File: config.mk
export PLATFORM = sky130hd
export DESIGN_NAME = store_write_buffer
export DESIGN_NICKNAME = d
export VERILOG_FILES = /design/src/rtl/store_write_buffer.sv
export SDC_FILE = /design/constraint.sdc
export NUM_CORES = 1
export LEC_CHECK = 0
export CORE_ASPECT_RATIO = 0.6
export CORE_MARGIN = 2
export CORE_UTILIZATION = 50
export DETAILED_ROUTE_END_ITERATION = 6
export GPL_ROUTABILITY_DRIVEN = 0
export PLACE_DENSITY = 0.73
export SLEW_MARGIN = 20
export SYNTH_ARGS = -nofsm -noshare
export SYNTH_HDL_FRONTEND = slang
export SYNTH_SLANG_ARGS = --single-unit
File: constraint.sdc
create_clock -name clk -period 7.1 [get_ports clk]
set_input_delay 1.775 -clock clk [delete_from_list [all_inputs] [get_ports clk]]
set_output_delay 1.775 -clock clk [all_outputs]
set_load 0.05 [all_outputs]
File: src/rtl/store_write_buffer.sv
// Posted-store FIFO between the store datapath and data memory, drained in order over req/ack.
// Optional store-to-load forwarding is built when STORE_FWD_EN is defined.
module store_write_buffer #(
  parameter int unsigned DEPTH = 4,
  parameter int unsigned AW    = 32
) (
  input  logic                       clk,
  input  logic                       rst_n,
  input  logic                       st_valid,
  output logic                       st_ready,
  input  logic [AW-1:0]              st_addr,
  input  logic [31:0]                st_wdata,
  input  logic [3:0]                 st_wstrb,
  output logic                       mem_req,
  input  logic                       mem_ack,
  output logic [AW-1:0]              mem_addr,
  output logic [31:0]                mem_wdata,
  output logic [3:0]                 mem_wstrb,
  input  logic [AW-1:0]              ld_addr,
  output logic                       ld_hit,
  output logic [31:0]                ld_fwd_data,
  output logic [3:0]                 ld_fwd_strb,
  output logic                       sb_empty,
  output logic [$clog2(DEPTH+1)-1:0] sb_count
);

  localparam int unsigned PW = $clog2(DEPTH);
  localparam int unsigned CW = $clog2(DEPTH + 1);

  typedef enum logic {
    S_IDLE,
    S_REQ
  } state_t;

  state_t r_state;
  state_t w_state_nxt;

  logic [AW-3:0] r_ent_addr [DEPTH];
  logic [31:0]   r_ent_data [DEPTH];
  logic [3:0]    r_ent_strb [DEPTH];

  logic [PW-1:0] r_wr_ptr;
  logic [PW-1:0] r_rd_ptr;
  logic [CW-1:0] r_count;

  logic          r_mem_req;
  logic [AW-1:0] r_mem_addr;
  logic [31:0]   r_mem_wdata;
  logic [3:0]    r_mem_wstrb;

  logic          w_push;
  logic          w_pop;
  logic          w_load;
  logic          w_req_nxt;
  logic [PW-1:0] w_ld_ptr;
  logic          w_unused;

  assign st_ready = (r_count != CW'(DEPTH));
  // Zero-strobe stores are handshaked but never occupy an entry.
  assign w_push   = st_valid && st_ready && (st_wstrb != 4'b0000);

  always_comb begin
    w_state_nxt = r_state;
    w_pop       = 1'b0;
    w_load      = 1'b0;
    w_req_nxt   = r_mem_req;
    w_ld_ptr    = r_rd_ptr;
    unique case (r_state)
      S_IDLE: begin
        if (r_count != '0) begin
          w_load      = 1'b1;
          w_req_nxt   = 1'b1;
          w_state_nxt = S_REQ;
        end
      end
      S_REQ: begin
        if (mem_ack) begin
          w_pop = 1'b1;
          // Next head is already stored, so the following request issues without a bubble.
          if (r_count != CW'(1)) begin
            w_load   = 1'b1;
            w_ld_ptr = r_rd_ptr + PW'(1);
          end else begin
            w_req_nxt   = 1'b0;
            w_state_nxt = S_IDLE;
          end
        end
      end
    endcase
  end

  always_ff @(posedge clk) begin
    if (!rst_n) begin
      r_state  <= S_IDLE;
      r_wr_ptr <= '0;
      r_rd_ptr <= '0;
      r_count  <= '0;
    end else begin
      r_state <= w_state_nxt;
      if (w_push) r_wr_ptr <= r_wr_ptr + PW'(1);
      if (w_pop)  r_rd_ptr <= r_rd_ptr + PW'(1);
      unique case ({w_push, w_pop})
        2'b10:   r_count <= r_count + CW'(1);
        2'b01:   r_count <= r_count - CW'(1);
        default: r_count <= r_count;
      endcase
    end
  end

  always_ff @(posedge clk) begin
    if (w_push) begin
      r_ent_addr[r_wr_ptr] <= st_addr[AW-1:2];
      r_ent_data[r_wr_ptr] <= st_wdata;
      r_ent_strb[r_wr_ptr] <= st_wstrb;
    end
  end

  always_ff @(posedge clk) begin
    if (!rst_n) begin
      r_mem_req   <= 1'b0;
      r_mem_addr  <= '0;
      r_mem_wdata <= '0;
      r_mem_wstrb <= '0;
    end else begin
      r_mem_req <= w_req_nxt;
      if (w_load) begin
        r_mem_addr  <= {r_ent_addr[w_ld_ptr], 2'b00};
        r_mem_wdata <= r_ent_data[w_ld_ptr];
        r_mem_wstrb <= r_ent_strb[w_ld_ptr];
      end
    end
  end

  assign mem_req   = r_mem_req;
  assign mem_addr  = r_mem_addr;
  assign mem_wdata = r_mem_wdata;
  assign mem_wstrb = r_mem_wstrb;
  assign sb_count  = r_count;
  assign sb_empty  = (r_count == '0);

`ifdef STORE_FWD_EN
  logic [31:0]   w_fwd_data;
  logic [3:0]    w_fwd_strb;
  logic [PW-1:0] w_idx;

  // Walk oldest to youngest so a younger matching byte overwrites an older one.
  always_comb begin
    w_fwd_data = '0;
    w_fwd_strb = '0;
    w_idx      = r_rd_ptr;
    for (int unsigned k = 0; k < DEPTH; k++) begin
      w_idx = r_rd_ptr + PW'(k);
      if ((CW'(k) < r_count) && (r_ent_addr[w_idx] == ld_addr[AW-1:2])) begin
        for (int unsigned b = 0; b < 4; b++) begin
          if (r_ent_strb[w_idx][b]) begin
            w_fwd_data[8*b +: 8] = r_ent_data[w_idx][8*b +: 8];
            w_fwd_strb[b]        = 1'b1;
          end
        end
      end
    end
  end

  assign ld_fwd_data = w_fwd_data;
  assign ld_fwd_strb = w_fwd_strb;
  assign ld_hit      = |w_fwd_strb;
  assign w_unused    = ^{st_addr[1:0], ld_addr[1:0]};
`else
  assign ld_fwd_data = '0;
  assign ld_fwd_strb = '0;
  assign ld_hit      = 1'b0;
  assign w_unused    = ^{st_addr[1:0], ld_addr};
`endif

endmodule

## Word-level counts from Yosys, hierarchy flattened

Memory sizes are Yosys's and may differ from the RTL's. A register that Yosys moved wholly into a read port is not among the register bits.
Cells that the tools add are included.

| word-level totals | value |
|---|---|
| bits of input ports | 104 |
| output and inout bits | 111 |
| register bits after elaboration | 9 |
| logic and storage cells | 48 |
| memories kept | 3 |
| bits in writable memories | 264 |

Memories:

| name | depth | bits a word | rd ports | clocked after Yosys merged registers in | write ports | line | source |
|---|---|---|---|---|---|---|---|
| r_ent_data | 4 | 32 | 1 | 1 | 1 | 39 | `logic [31:0] r_ent_data [DEPTH];` |
| r_ent_addr | 4 | 30 | 1 | 1 | 1 | 38 | `logic [AW-3:0] r_ent_addr [DEPTH];` |
| r_ent_strb | 4 | 4 | 1 | 1 | 1 | 40 | `logic [3:0] r_ent_strb [DEPTH];` |

| operators by class | value |
|---|---|
| multiplexer cells | 18 |
| $add $sub $neg | 4 |
| eq/ne operators | 7 |
| bitwise operators | 1 |
| reduce and logical (&&, ||, !) cells | 10 |

Operators by type and width:

| cell | number |
|---|---|
| $mux W1 | 11 |
| $mux W2 | 3 |
| $ne A2 B2 Y1 const B | 3 |
| $pmux W1 S2 | 3 |
| $pmux W3 S2 | 1 |
| $add A2 B1 Y2 const B | 2 |
| $reduce_bool A4 Y1 | 1 |
| $add A3 B1 Y3 const B | 1 |
| $logic_not A1 Y1 | 3 |
| $logic_not A3 Y1 | 1 |
| $ne A3 B1 Y1 const B | 1 |
| $ne A3 B3 Y1 const B | 1 |
| $reduce_and A3 Y1 | 1 |
| $reduce_bool A3 Y1 | 1 |
| $sub A3 B1 Y3 const B | 1 |
| $eq A2 B1 Y1 const B | 1 |
| $eq A2 B2 Y1 const B | 1 |
| $logic_and A1 B1 Y1 | 2 |
| $reduce_bool A2 Y1 | 1 |
| $not A1 Y1 | 1 |

## Logic depth before layout (Yosys ltp)

Gate-level depths: netlist of the first run.

| depth | value |
|---|---|
| depth in word-level cells | 5 |
| depth in mapped cells | 10 |
| depth with buffers taken out | 9 |

## Worst setup path before layout of the first run

OpenSTA, ideal clock, no wires.

| timing | value |
|---|---|
| path type | in2reg |
| start | in st_wstrb[0] |
| end | mem r_ent_addr[0][0] (netlist bit) (enable) |
| arrival | 3.810 ns |
| data required time | 6.669 ns |
| library setup time | 0.431 ns |
| stages on the path | 4 |
| buffers on the path | 1 |
| slack | 2.858 ns |
| cell sequence | or4_1 -> and3_1 -> clkbuf_1 -> and2_1 |

| on the way | value |
|---|---|
| word-level cells in the longest chain between the ends | 4 |

Ends and longest elaborated chain:

| element | line | source |
|---|---|---|
| start, declared | 13 | `input logic [3:0] st_wstrb,` |
| $reduce_bool A4 Y1 | 60 | `assign w_push = st_valid && st_ready && (st_wstrb != 4'b0000);` |
| $logic_and A1 B1 Y1 | 60 |  |
| $mux W1 | 111 | `if (w_push) begin` |
| $mux W1 (not written as such) | 112 | `r_ent_addr[r_wr_ptr] <= st_addr[AW-1:2];` |
| end, declared | 38 |  |

No other way between the ends.

## Worst setup path in the final report of the first run

| timing | value |
|---|---|
| start | in mem_ack |
| end | reg r_mem_addr[22], in the netlist mem_addr[22], read port of r_ent_addr |

| on the way | value |
|---|---|
| word-level cells in the longest chain between the ends | 2 |
| elaborated cells on any way between the ends | 4 |
| those cells by class | mux (4) |

Ends and longest elaborated chain:

| element | line | source |
|---|---|---|
| start, declared | 15 | `input logic mem_ack,` |
| $mux W1 / $mux W2 (equally long branches) | 77 | `if (mem_ack) begin` |
| $pmux W1 S2 / $mux W2 (equally long branches) | 68 | `unique case (r_state)` |
| end, declared | 47 | `logic [AW-1:0] r_mem_addr;` |

Parallel ways exist; a longest one is shown, timed or not.
A chain may end at the register's enable or synchronous reset.

==> metrics.txt, run 1 <==
outcome finished, violations left; violated checks design-rule violations; Initial DRT Pass Iterations 7; Max Fclk 232 MHz; die area 0.0356 mm2; Leakage 6.70 nW; clock share of power 28.0%; fin. max-slew vios 0; antenna violations before repair 3; period utilization 60.7%; Via density 5.71; Req. time, crit path 7.45 ns; Sink Count 339; Post-synth EDFFs 264; gr ovfl total 0; Cells after Synth 1643; Synth Area in Compound Gates 16.8%; DR iter-0 viols 828; Max clock buf depth 3; crit path max fanout 43; register share of total power 38.9%; clk_skew 0.0159 ns; setup_tns 0 ns; Seq cells post-synth 339; Synthesis Warnings 0; HPWL Detailed 21.9 mm; critical path type in -> reg; mux cell area share after synthesis 0.176%; post-route ant nets 0; first-pass GRT wire length 63.5 mm; nets@finish 1802; Die Ht 147 um; Worst-Skew Late Latency 0.52 ns; DR DRC count 2; vias in the first global route 12000; area leader, netlist edfxtp_1; area grow syn2layout 15.6%; vias post-DR 12400; layout cell share with drive strength beyond 1 7.00%; H-tree lvl count 2; Post-Synth Adder-Cell Area 0.661%; Hold Fails Final Rpt 0; switching part of the total power 37.0%; simple-gate share of the synthesized area 21.2%; XOR/XNOR Fraction of Synth Area 0.257%; DRT Wirelength 40.9 mm; core footprint 0.0336 mm2; Worst Hold Class reg -> reg; largest cells by area after synthesis edfxtp_1, nand2b_1, dfxtp_1; unrepaired setup endpoints after global routing no; Slew HR 23.8%; row cnt 52; Max Cap Violations 0; cts hold-fix bufs 0; average cell area after synthesis 10.4 um2; endpoint class of the critical path flip-flop; synthesized area 0.0170 mm2; final critical-path required period 4.31 ns; Int Power 0.00422 W; Net Sw Power 0.00248 W; pwr/cell area 340 mW/mm2; post-CTS setup buffer count 0; largest net degree at the start of global routing 349; peak supply drop 0.000176 V; Seq/Total Area, Yosys 55.4%; largest family of logic cells by synthesized area simple AND/OR/NAND/NOR gates; share of the synthesized area in the top cell type 46.5%; IO Pins 215; # resized after CTS 0; port bufs 141; CP Data Arrival Time 4.66 ns; clock buffer count from CTS 35; die width 242 um; routed len/inst 18.8 um; clock root cell clkbuf_16; Fin Hold WS 0.493 ns; startpoint types input port; Logic pwr share 33.1%; final setup fails 0; TritonCTS clock tree built; most frequent cell after synthesis nand2_1; GRT Total Usage 22.4%; top cells by count, synth nand2_1, nand2b_1, edfxtp_1; share of flip-flops with an asynchronous set or reset 0%; Slew @ Worst Pin 1.14 ns; clock-pin slew on the worst setup and hold paths 0.07 ns; Starting Density 50.6%; Yosys cell types 33; top_reg_cell synth edfxtp_1; Pwr Total 0.00670 W
==> state kept, by name, indices dropped and copies added, names as in the netlist <==
register    cells
r_rd_ptr        2
r_state         1
mem_wstrb       4
r_ent_data    128
r_wr_ptr        2
mem_wdata      32
mem_req         1
mem_addr       30
r_ent_addr    120
sb_count        3
r_ent_strb     16
==> power groups by stage <==
stage          Sequential, W  Clock, W  Combinational, W
6_report             0.00261   0.00188           0.00222
3_5_place_dp         0.00264         0           0.00221
2_1_floorplan        0.00320         0          0.000928
3_3_place_gp         0.00264         0           0.00218
5_1_grt              0.00264   0.00199           0.00234
4_1_cts              0.00260   0.00191           0.00222
==> cell type report <==
type                    count  area [um2]
fillers                  2745       14000
flip-flops and latches    339        9430
multi-input cells        1146        6890
repair buffers            159        1590
clock buffers              56        1060
well taps                 459         574
clock inverters             7         108
inverters                   8        30.0
diodes                      2        5.00
==> per-layer routing <==
metal	up-vias	track usage [%]	part of all wire, %
li1	5954	-	-
met1	6079	28.8	44
met2	316	38.3	48
met3	82	4.42	5.8
met4	2	7.44	2.4
met5	-	0	0.020
==> metrics by stage <==
step / util [%] / setup WS, ns / cells / area, um2
after detailed placement: 54.9 / 2.29 / 2109 / 18500
after floorplan: - / 2.86 / 1681 / 17200
after global placement: 54.9 / 2.30 / 2109 / 18500
final: 58.5 / 2.79 / 2176 / 19700
after CTS: 58.3 / 2.83 / 2172 / 19600
after global routing: 58.5 / 2.65 / 2175 / 19700
==> path summary, 6_finish.rpt <==
| check | from | cells after the start | to | slack, ns |
|---|---|---|---|---|
| max | mem_ack | 5 | mem_addr[22] | 2.79 |
| min reg2reg | mem_wdata[21] | 2 | mem_wdata[21] | 0.49 |
| min | mem_wdata[21] | 2 | mem_wdata[21] | 0.49 |
| max reg2reg | sb_count[1] | 8 | mem_addr[22] | 3.21 |
==> worst max-delay path, stage by stage <==
cell,delay [ns]
clkdlybuf4s50_1,0.57
o22ai_4,0.68
nand4bb_4,0.59
buf_4,0.74
o221ai_1,0.23
==> layout by cell type, fill, tap and decap left out, drive strengths merged, types with 39 or more instances in the layout <==
cell type	n
nand2	267
nand2b	265
edfxtp	264
nor2	140
clkdlybuf4s50	140
a211oi	133
a22oi	132
dfxtp	75
nand3	68
o221ai	66
clkbuf	56
conb	39
==> cells by family (layout without fill, tap and decap cells) <==
kind of cell / count (synthesis) / in the layout
xor+xnor: 5 / 5
buf+inv: 196 / 230
compound gates: 338 / 338
simple gates: 752 / 752
fa+ha+maj: 9 / 9
flops: 339 / 339
other cells: 1 / 41
mux: 3 / 3
Power figures use the tool's default switching activity.
==> inputs of run 2 (changes only) <==
clock period = 4.05 ns   (was 7.1 ns; I/O delays follow)
==> metrics.txt, run 2 (synthesized netlist as in run 1, its figures left out) <==
WHS Path Cells 2; period utilization 81.8%; fin. max-slew vios 0; post-CTS setup buffer count 0; antenna violations before repair 3; Max Fclk 302 MHz; # resized after CTS 0; final core occ 59.1%; Max Cap Violations 0; post-route ant nets 0; clock root cell clkbuf_16; clock buffer count from CTS 35; final critical-path required period 3.31 ns; Worst-Skew Late Latency 0.52 ns; die width 242 um; setup_tns 0 ns; Die Ht 147 um; Slew HR 24.3%; layout cell share with drive strength beyond 1 7.70%; largest register by flop count r_ent_data; Req. time, crit path 3.04 ns; gr ovfl total 0; Max clock buf depth 3; Worst Hold Class reg -> reg; die area 0.0356 mm2; DR iter-0 viols 977; max reg flops 128; outcome complete, no violations; final setup fails 0; nets@finish 1815; largest net degree at the start of global routing 108; r2r worst-path depth 7; critical path type reg -> out; DRT Wirelength 40.3 mm; pwr/cell area 590 mW/mm2; commonest non-fill, non-tap cell in the layout nand2_1; Slew @ Worst Pin 1.14 ns; H-tree lvl count 2; clock-pin slew on the worst setup and hold paths 0.06 ns; unrepaired setup endpoints after global routing no; CP Data Arrival Time 2.30 ns; crit path max fanout 5; area grow syn2layout 16.7%; IO Pins 215; Leakage 6.79 nW; endpoint class of the critical path output pin; GRT Total Usage 22.5%; startpoint types flip-flop; clk_skew 0.0141 ns; row cnt 52; routed len/inst 18.4 um; vias in the first global route 12100; DR DRC count 0; cts hold-fix bufs 0; peak supply drop 0.000389 V; first-pass GRT wire length 63.8 mm; Initial DRT Pass Iterations 7; Fin Hold WS 0.485 ns; TritonCTS clock tree built; commonest cells after routing, fill and taps aside nand2_1, nand2b_1, edfxtp_1; Starting Density 50.6%; HPWL Detailed 23.0 mm; Sink Count 339; vias post-DR 12300; Hold Fails Final Rpt 0; port bufs 141; core footprint 0.0336 mm2; Via density 5.60
-- run 2: cell count changes in the layout (fill, tap and decap cells not counted), sizes merged --
cell    previous run  this run
clkbuf            56        57
bufinv             3         2
buf               19        32
diode              2         3
-- run 2: cell type report --
class	instances	area, um2
well taps	459	574
flip-flops and latches	339	9430
repair buffers	172	1790
clock inverters	6	76.3
multi-input cells	1146	6890
diodes	3	7.51
inverters	8	30.0
fillers	2769	13800
clock buffers	57	1080
-- run 2: final timing paths --
check             endpoint  slack (ns)     startpoint
max               sb_empty        0.74    sb_count[0]
min          mem_wdata[21]        0.49  mem_wdata[21]
max reg2reg    mem_addr[5]        1.47    sb_count[1]
min reg2reg  mem_wdata[21]        0.49  mem_wdata[21]
-- run 2: worst max-delay path, stage by stage (launching register included) --
cell,delay [ns]
dfxtp_1,0.37
inv_1,0.11
ha_1,0.23
nor2b_1,0.20
clkdlybuf4s50_1,0.87
-- run 2: where the power goes --
part           internal [W]  total [W]  switching (W)
combinational       0.00122    0.00393        0.00271
clock               0.00195    0.00322        0.00127
sequential          0.00426    0.00458       0.000318
-- run 2: per-stage QoR --
stage	setup WS (ns)	instance area (um2)	std cells	total power, W
3_5_place_dp	0.547	18700	2124	0.00859
5_1_grt	0.619	19900	2187	0.0122
4_1_cts	0.737	19900	2187	0.0118
2_1_floorplan	0.151	17200	1681	0.00724
6_report	0.738	19900	2190	0.0117
3_3_place_gp	0.636	18700	2124	0.00854
-- run 2: layer usage --
layer	track usage, %	up-vias	wire length, um
li1	-	5959	-
met1	29.0	5915	17200
met2	39.0	332	19700
met3	4.79	56	2680
met4	5.56	0	650
met5	0	-	0
==> inputs of run 3 (changes only) <==
PLACE_DENSITY = 0.76   (was 0.73)
clock period = 2.8 ns   (was 4.05 ns; I/O delays follow)
==> metrics.txt, run 3 (synthesized netlist as in run 1, its figures left out) <==
Req. time, crit path 2.10 ns; outcome complete, no violations; fin. max-slew vios 0; largest register by flop count r_ent_data; commonest cells after routing, fill and taps aside nand2_1, nand2b_1, edfxtp_1; Worst path depth 1; max reg flops 128; startpoint types flip-flop; die area 0.0356 mm2; Worst path top cell family by delay buffers and inverters; clock buffer count from CTS 34; Fill cells 2669; Pwr Total 0.0169 W; clk_skew 0.0200 ns; first-pass GRT wire length 64.9 mm; WHS Path Cells 2; port bufs 141; IO Pins 215; Max clock buf depth 3; Slowest Stage Delay on Critical Path 0.91 ns; antenna violations before repair 1; final setup fails 0; switching part of the total power 37.3%; register share of total power 39.3%; vias in the first global route 12400; period utilization 97.3%; die width 242 um; TritonCTS clock tree built; final critical-path required period 2.73 ns; post-route ant nets 0; Initial DRT Pass Iterations 5; HPWL Detailed 24.0 mm; GRT Total Usage 22.8%; Max Fclk 367 MHz; gr ovfl total 0; Fin Hold WS 0.489 ns; WP buf/inv 1; row cnt 52; clock share of power 26.1%; Net Sw Power 0.00630 W; area grow syn2layout 17.9%; Leakage 6.87 nW; peak supply drop 0.000564 V; clock-pin slew on the worst setup and hold paths 0.06 ns; endpoint class of the critical path output pin; DR iter-0 viols 1033; CP Data Arrival Time 2.03 ns; Via density 5.76; commonest non-fill, non-tap cell in the layout nand2_1; Max Cap Violations 0; crit path max fanout 9; r2r worst-path depth 7; Hold Fails Final Rpt 0; unrepaired setup endpoints after global routing no; Placed Cells 2138; Crit-path slowest cell clkdlybuf4s50_1; nets@finish 1828; crit-path cells clkdlybuf4s50_1; pwr/cell area 841 mW/mm2; routed len/inst 18.9 um; fin cells 2198; Sink Count 339; Logic pwr share 34.6%; post-CTS setup buffer count 0; Slew @ Worst Pin 1.04 ns; Slew HR 31.0%; critical path type reg -> out; vias post-DR 12700; Worst-Skew Late Latency 0.51 ns; final setup margin 0.0748 ns; largest net degree at the start of global routing 146; Worst Hold Class reg -> reg; DRT Wirelength 41.6 mm; DR DRC count 0; core footprint 0.0336 mm2; Inserted Diodes 0; Place WS -0.00637 ns; Starting Density 50.6%; Die Ht 147 um; Int Power 0.0106 W; layout cell share with drive strength beyond 1 8.40%; clock root cell clkbuf_16; H-tree lvl count 2
-- run 3: changes by cell type in the layout (fill, tap and decap cells not counted) --
cell	before	now
buf_12	12	28
diode_2	3	0
buf_4	19	17
clkbuf_16	37	35
clkbuf_8	8	6
clkdlybuf4s50_1	140	138
dfxtp_1	74	72
dfxtp_2	0	2
dlygate4sd2_1	0	2
bufinv_16	2	1
clkinv_2	1	2
inv_6	0	1
-- run 3: metrics by stage --
| step | setup TNS [ns] | cell area [um2] | utilization [%] |
|---|---|---|---|
| CTS | 0 | 20100 | 59.7 |
| global placement | 0 | 19000 | 56.5 |
| finish | 0 | 20100 | 59.7 |
| floorplan | 0 | 17200 | - |
| detailed placement | -0.00637 | 19000 | 56.5 |
| global route | 0 | 20100 | 59.7 |
-- run 3: power groups by stage --
stage | registers, W | logic (W) | clock network [W]
5_1_grt | 0.00670 | 0.00616 | 0.00470
3_3_place_gp | 0.00671 | 0.00577 | 0
2_1_floorplan | 0.00810 | 0.00236 | 0
3_5_place_dp | 0.00673 | 0.00587 | 0
4_1_cts | 0.00663 | 0.00587 | 0.00449
6_report | 0.00663 | 0.00585 | 0.00440
-- run 3: per-layer routing --
metal	wire [um]	global-route usage [%]	up-vias
met5	16	0	-
met2	20800	40.2	391
met3	2620	3.73	52
met1	17500	29.2	6232
met4	678	6.17	2
li1	-	-	5990
-- run 3: worst paths after layout --
path,end,start,slack (ns)
hold / removal,mem_wdata[19],mem_wdata[19],0.49
setup reg to reg,mem_wdata[29],sb_count[1],0.57
hold reg to reg,mem_wdata[19],mem_wdata[19],0.49
setup / recovery,sb_count[2],sb_count[2],0.07
-- run 3: cell type report --
class	count	area [um2]	area share, %
Clock inverter	7	60.1	0.299
Clock buffer	53	1000	5.00
Multi-Input combinational cell	1146	6890	34.3
Inverter	8	30.0	0.150
Tap cell	459	574	2.86
Sequential cell	339	9440	47.0
Timing Repair Buffer	186	2090	10.4
-- run 3: worst min-delay path: cells and delay by family, from the launching register on --
family           cells  cell delay, ns
AND/OR/NAND/NOR      1            0.07
AO/OA/AOI/OAI        1            0.06
flip-flops           1            0.32
-- run 3: timing repair --
action / in CTS / in global routing
resized for setup: 2 / 0
hold buffers: 0 / 0
endpoints found under the setup margin: 2 / 0
